--- config.mk ---
export PLATFORM = sky130hd
export DESIGN_NAME = grayscale_pixel_packer
export DESIGN_NICKNAME = d
export VERILOG_FILES = /design/src/rtl/grayscale_pixel_packer.sv
export SDC_FILE = /design/constraint.sdc
export NUM_CORES = 1
export LEC_CHECK = 0
export CAP_MARGIN = 10
export CELL_PAD_IN_SITES_DETAIL_PLACEMENT = 1
export CELL_PAD_IN_SITES_GLOBAL_PLACEMENT = 2
export CORE_MARGIN = 2
export CORE_UTILIZATION = 35
export DETAILED_ROUTE_END_ITERATION = 6
export PLACE_DENSITY = 0.75
export SLEW_MARGIN = 0
export SYNTH_ARGS = -nofsm -noshare
export SYNTH_HDL_FRONTEND = slang
export SYNTH_SLANG_ARGS = --single-unit
export TNS_END_PERCENT = 30
--- constraint.sdc ---
create_clock -name clock -period 4.38 [get_ports clock]
set_clock_uncertainty 0.05 [all_clocks]
set_input_delay 0.438 -clock clock [delete_from_list [all_inputs] [get_ports clock]]
set_output_delay 0.438 -clock clock [all_outputs]
set_load 0.01 [all_outputs]
--- src/rtl/grayscale_pixel_packer.sv ---
// rtl/grayscale_pixel_packer.sv - custom instruction packing 8-bit gray pixels into 32-bit words queued in a FIFO
module grayscale_pixel_packer #(
  parameter logic [7:0] customInstructionId = 8'h00,
  parameter int         fifoDepth           = 8
) (
  input  logic        clock,
  input  logic        reset,
  input  logic [7:0]  iseId,
  input  logic        start,
  input  logic [31:0] valueA,
  input  logic [31:0] valueB,
  output logic        done,
  output logic [31:0] result
);

  localparam int         PW        = (fifoDepth > 1) ? $clog2(fifoDepth) : 1;
  localparam logic [4:0] DEPTH_CNT = 5'(fifoDepth);

  localparam logic [1:0] OP_PUSH   = 2'd0;
  localparam logic [1:0] OP_POP    = 2'd1;
  localparam logic [1:0] OP_STATUS = 2'd2;
  localparam logic [1:0] OP_CLEAR  = 2'd3;

  logic [31:0]   mem [fifoDepth];
  logic [PW-1:0] wr_ptr, rd_ptr, wr_ptr_n, rd_ptr_n;
  logic [4:0]    count, count_n;
  logic [1:0]    lane_cnt, lane_cnt_n;
  logic [23:0]   pack, pack_n;
  logic          overflow, overflow_n;
  logic          underflow, underflow_n;
  logic          done_n;
  logic [31:0]   result_n;
  logic          wr_en;
  logic [31:0]   wr_word;
  logic          accept;

  logic unused_operand_bits;
  assign unused_operand_bits = ^{valueA[31:8], valueB[31:2]};

  function automatic logic [31:0] status_word(input logic [4:0] cnt, input logic [1:0] lane,
                                              input logic ovf, input logic unf);
    logic [31:0] s;
    s        = '0;
    s[4:0]   = cnt;
    s[6:5]   = lane;
    s[8]     = (cnt == 5'd0);
    s[9]     = (cnt == DEPTH_CNT);
    s[10]    = ovf;
    s[11]    = unf;
    return s;
  endfunction

  assign accept = start && (iseId == customInstructionId);

  always_comb begin
    wr_ptr_n    = wr_ptr;
    rd_ptr_n    = rd_ptr;
    count_n     = count;
    lane_cnt_n  = lane_cnt;
    pack_n      = pack;
    overflow_n  = overflow;
    underflow_n = underflow;
    wr_en       = 1'b0;
    wr_word     = {valueA[7:0], pack};
    done_n      = 1'b0;
    result_n    = '0;
    if (accept) begin
      done_n = 1'b1;
      case (valueB[1:0])
        OP_PUSH: begin
          if (lane_cnt == 2'd3) begin
            // Fourth pixel completes the word; a full FIFO drops it but the lane still restarts.
            if (count == DEPTH_CNT) begin
              overflow_n = 1'b1;
            end else begin
              wr_en    = 1'b1;
              wr_ptr_n = wr_ptr + PW'(1);
              count_n  = count + 5'd1;
            end
            lane_cnt_n = 2'd0;
          end else begin
            case (lane_cnt)
              2'd0:    pack_n[7:0]   = valueA[7:0];
              2'd1:    pack_n[15:8]  = valueA[7:0];
              default: pack_n[23:16] = valueA[7:0];
            endcase
            lane_cnt_n = lane_cnt + 2'd1;
          end
          result_n = status_word(count_n, lane_cnt_n, overflow_n, underflow_n);
        end
        OP_POP: begin
          if (count != 5'd0) begin
            result_n = mem[rd_ptr];
            rd_ptr_n = rd_ptr + PW'(1);
            count_n  = count - 5'd1;
          end else begin
            underflow_n = 1'b1;
          end
        end
        OP_STATUS: result_n = status_word(count, lane_cnt, overflow, underflow);
        OP_CLEAR: begin
          wr_ptr_n    = '0;
          rd_ptr_n    = '0;
          count_n     = '0;
          lane_cnt_n  = '0;
          pack_n      = '0;
          overflow_n  = 1'b0;
          underflow_n = 1'b0;
        end
        default: result_n = '0;
      endcase
    end
  end

  always_ff @(posedge clock or negedge reset) begin
    if (!reset) begin
      wr_ptr    <= '0;
      rd_ptr    <= '0;
      count     <= '0;
      lane_cnt  <= '0;
      pack      <= '0;
      overflow  <= 1'b0;
      underflow <= 1'b0;
      done      <= 1'b0;
      result    <= '0;
    end else begin
      wr_ptr    <= wr_ptr_n;
      rd_ptr    <= rd_ptr_n;
      count     <= count_n;
      lane_cnt  <= lane_cnt_n;
      pack      <= pack_n;
      overflow  <= overflow_n;
      underflow <= underflow_n;
      done      <= done_n;
      result    <= result_n;
    end
  end

  // Storage needs no reset: the fill count guards every read.
  always_ff @(posedge clock) begin
    if (wr_en) mem[wr_ptr] <= wr_word;
  end

endmodule
Word-level counts from Yosys, hierarchy flattened. Memory sizes are Yosys's and may differ from the RTL's. Index checks and enable logic that the tools add are counted.

$add $sub $neg: 5. Eq/ne operators: 15. Mux-type cells: 33. Reduce and logical (&&, ||, !) cells: 19.

Operators by type and width (count): $pmux 32 s3 (1); $mux 32 (2); $pmux 24 s2 (1); $mux 5 (5); $mux 24 (1); $mux 8 (3); $ne 2x2->1 const B (8); $reduce_and 4->1 (4); $pmux 5 s3 (1); $pmux 3 s2 (2); $eq 5x4->1 const B (2); $logic_not 5->1 (2); $mux 1 (10); $mux 3 (3); $reduce_and 3->1 (3); $logic_not 8->1 (1); $add 3x1->3 const B (2); $eq 2x2->1 const B (3); $add 5x1->5 const B (1); $reduce_bool 5->1 (1); $sub 5x1->5 const B (1); $eq 2x1->1 const B (2); $logic_not 2->1 (2); $pmux 1 s2 (2); other kinds (8) (9).

Flip-flop bits (word level): 72. Memory bits (writable): 256. Word-level logic and storage cells: 84. Memories kept: 1.

Memories: mem (words 8, width 32, read ports 1, clocked after Yosys merged registers in 0, wr ports 1, RTL line 24) `logic [31:0] mem [fifoDepth];`.

Logic depth before layout (Yosys ltp).
Depth in word-level cells: 8. Mapped depth: 9.

Worst setup path after synthesis. Ideal clock, no wire load.

Path type: register to register. Start: register count[0]. End: memory mem[0][0], enable pin. Arrival time: 3907 ps. Data required time: 3869 ps. Path slack: -38 ps. Stages on the path, launching flop included: 10. Period minus slack after synthesis: 4418 ps. Path through: dfrtp_1 -> clkbuf_1 -> inv_1 -> ha_1 -> nand4bb_1 -> buf_2 -> and2_1 -> buf_2 -> nand4b_1 -> nor3_1.

Cells in the longest elaborated chain, start to end: 7.

RTL lines: start, declared (RTL line 26) `logic [4:0] count, count_n;`; start signal, assigned (RTL line 129) `count <= count_n;`; $eq 5x4->1 (RTL line 73) `if (count == DEPTH_CNT) begin`; $mux 1 (RTL line 73); $mux 1 (RTL line 71) `if (lane_cnt == 2'd3) begin`; $mux 1 (RTL line 69) `case (valueB[1:0])`; $mux 1 (RTL line 67) `if (accept) begin`; $mux 1 (RTL line 141) `if (wr_en) mem[wr_ptr] <= wr_word;`; $mux 1 (implied by the code) (RTL line 141); end, declared (RTL line 24).

No other way between the ends.

Final worst setup path.
Start: register count[0]. End: memory mem[2][13], enable pin.

The elaborated chain is that of the path after synthesis.

==> out/metrics.yaml <==
criticalPathCategory: "flop to flop"
die-area_um2: 39200
reg2reg_to: "mem[2][13]$_DFFE_PP_"
clock.fmax_mhz: 295
rsz0062_at_grt: "false"
maxCapViolCount: 0
synth_fa_ha_area_frac: 0.0114
io_buffers: 53
hpwl_um: 16500
syn_to_final_growth_pct: 17.3
nNetsFinal: 859
drv_slew: 0
syn_avg_cell_area_um2: 18.7
status: "complete, no violations"
synth.net_count: 790
setup_ws_ns: 0.985
synth_compound_area_frac: 0.0367
tightest_slew_ns: 0.897
wl_per_cell_um: 23.0
netlist_top_cells_count: "edfxtp_1 (256), dfrtp_1 (72), mux4_2 (53)"
cp-startpoint: "count[0]$_DFFE_PN0P_"
cts_buffers: 36
synth_edf_count: 256
yosysWarnings: 0
route.detailed.drc: 0
setup_tns_ns: 0
drt_iter0_markers: 359
netlist_area_um2: 13200
synth_top_family_by_area: "multiplexers"
synthCells: 703
die-width_um: 198
fp.coreArea_um2: 37300
slew_headroom: 0.402
vdd_ir_drop_max_uv: 372
htreeDepth: 2
dpl.cell_count: 1207
fin_util: 0.414
post-place-ws_ns: 0.597
critPathLaunchType: "flop"
cp_data_required_time_ns: 4.50
synth-seq-cells: 328
clkLatencyLatePin_ns: 0.54
final_cells: 1273
end_kind: "flop"
cellLeakagePower_nw: 5.52
finalHoldViolations: 0
antenna_cells: 0
finalCritPeriodShare: 0.775
synth_xor_area_frac: 0.00133
antenna_found_initial: 0
synth-main-ff-cell: "edfxtp_1"
grt_overflow: 0
power_density_nw_per_um2: 421
initial_core_util: 0.353
dr.pass1.iters: 4
grt_start_max_net_pins: 51
worstPathArrival_ns: 3.51
async_flop_share: 0.220
ys_top_cells_by_area: "edfxtp_1 (58%), dfrtp_1 (14%), mux4_2 (9.1%)"
die_h_um: 198
cts_tree: "yes"
ys_types: 65
setup_violations: 0
grt_pass1_wl_um: 45100
route.vias.total: 6595
crit_path_max_fanout: 32
ant_nets: 0
rrSetupSlack_ns: 0.99
period_minus_slack_ns: 3.39
yosysMostFrequentCell: "edfxtp_1"
clockRootBuffer: "clkbuf_16"
synth_mux_area_frac: 0.160
routed_wl_um: 29300
hold_path_class: "primary input to async pin"
routabilityCongestion: 0.751
netlist.area_leader.share: 0.584
worstRegToRegCells: 7
synth.largest_area_cell: "edfxtp_1"
post_cts_resized: 0
synth_simple_gate_area_share: 0.0482
track_usage: 0.156
num_rows: 71
cts.sinks: 328
power_mw: 6.51
clkTransAtPathRegs_ns: 0.07
ctsLongestPathBuffers: 3
seq_area_frac_synth: 0.721
drive_gt1_frac: 0.222
critPathCapture: "mem[2][13]$_DFFE_PP_"
r2r_start: "count[0]$_DFFE_PN0P_"
grt_pass1_vias: 7295
num_io_pins: 108
via_per_inst: 5.18
[layout make-up]
cell class | instances | area, µm²
clock inverter | 17 | 159
inverter | 11 | 41.3
sequential | 328 | 9500
clock buffer | 48 | 987
multi-input combinational | 321 | 3460
tap | 474 | 593
fill | 3615 | 21900
timing repair buffer | 74 | 713
[how the worst min path moves through the flow]
stage | startpoint | endpoint | slack (ns) | cells after the start
2_1_floorplan | reset | count[0]$_DFFE_PN0P_ | 0.09 | 0
3_3_place_gp | underflow$_DFFE_PN0P_ | underflow$_DFFE_PN0P_ | 0.48 | 1
3_5_place_dp | underflow$_DFFE_PN0P_ | underflow$_DFFE_PN0P_ | 0.49 | 1
4_1_cts | underflow$_DFFE_PN0P_ | underflow$_DFFE_PN0P_ | 0.51 | 1
5_1_grt | underflow$_DFFE_PN0P_ | underflow$_DFFE_PN0P_ | 0.53 | 1
6_report | reset | underflow$_DFFE_PN0P_ | 0.49 | 2
[flip-flops by register name, summed over array words and instances (netlist names)]
signal and count:
overflow 1, underflow 1, done 1, count 5
pack 24, lane_cnt 2, result 32, rd_ptr 3
wr_ptr 3, mem 256
[power breakdown]
| group | switching [mW] | internal (mW) |
|---|---|---|
| combinational | 0.118 | 0.0859 |
| sequential | 0.0343 | 3.35 |
| clock | 1.25 | 1.67 |
| total | 1.40 | 5.10 |
[worst max-delay path, stage by stage (launching register included)]
cell and delay [ns]:
dfrtp_1 0.56, inv_1 0.17, ha_1 0.29, nand4bb_1 0.29, and2_1 0.39, nand4b_1 0.49
nor2_4 0.19, buf_4 0.54
[layer usage]
metal / vias up / GRT usage / part of all wire
met4: 0 / 0.0412 / 0.017
met1: 3434 / 0.212 / 0.44
met5: - / 0 / 0
met3: 40 / 0.0271 / 0.062
li1: 2942 / - / -
met2: 179 / 0.259 / 0.48
[placed cells by master (no fill, tap or decap), types with 11 or more instances in the layout]
master | synthesis | routed
buf_4 | 6 | 19
clkbuf_16 | 0 | 37
clkdlybuf4s50_1 | 0 | 52
dfrtp_1 | 72 | 69
edfxtp_1 | 256 | 256
ha_1 | 12 | 12
inv_1 | 11 | 11
mux2_2 | 17 | 17
mux2_4 | 16 | 16
mux2i_1 | 21 | 21
mux4_2 | 53 | 53
nand2_1 | 16 | 16
nor2_1 | 44 | 38
o21ai_0 | 12 | 12
[per-stage QoR]
stage	instance area (µm²)	hold slack, ns
after detailed placement	14300	0.491
after global placement	14300	0.484
final	15400	0.486
after global routing	15400	0.531
after floorplan	13200	0.0924
after CTS	15400	0.507
[cells by family (layout without fill, tap and decap cells)]
family | after synthesis | in the layout
AO/OA/AOI/OAI | 67 | 67
XOR/XNOR | 2 | 2
adder cells (fa/ha/maj) | 12 | 12
buffers and inverters | 54 | 150
flip-flops | 328 | 328
multiplexers | 122 | 122
AND/OR/NAND/NOR | 118 | 118
[repair_timing]
item | 4_1_cts | 5_1_grt
setup buffers | 0 | 0
endpoints found under the hold margin | 49 | 0
hold buffers | 1 | 0
(Power assumes the default switching activity.)
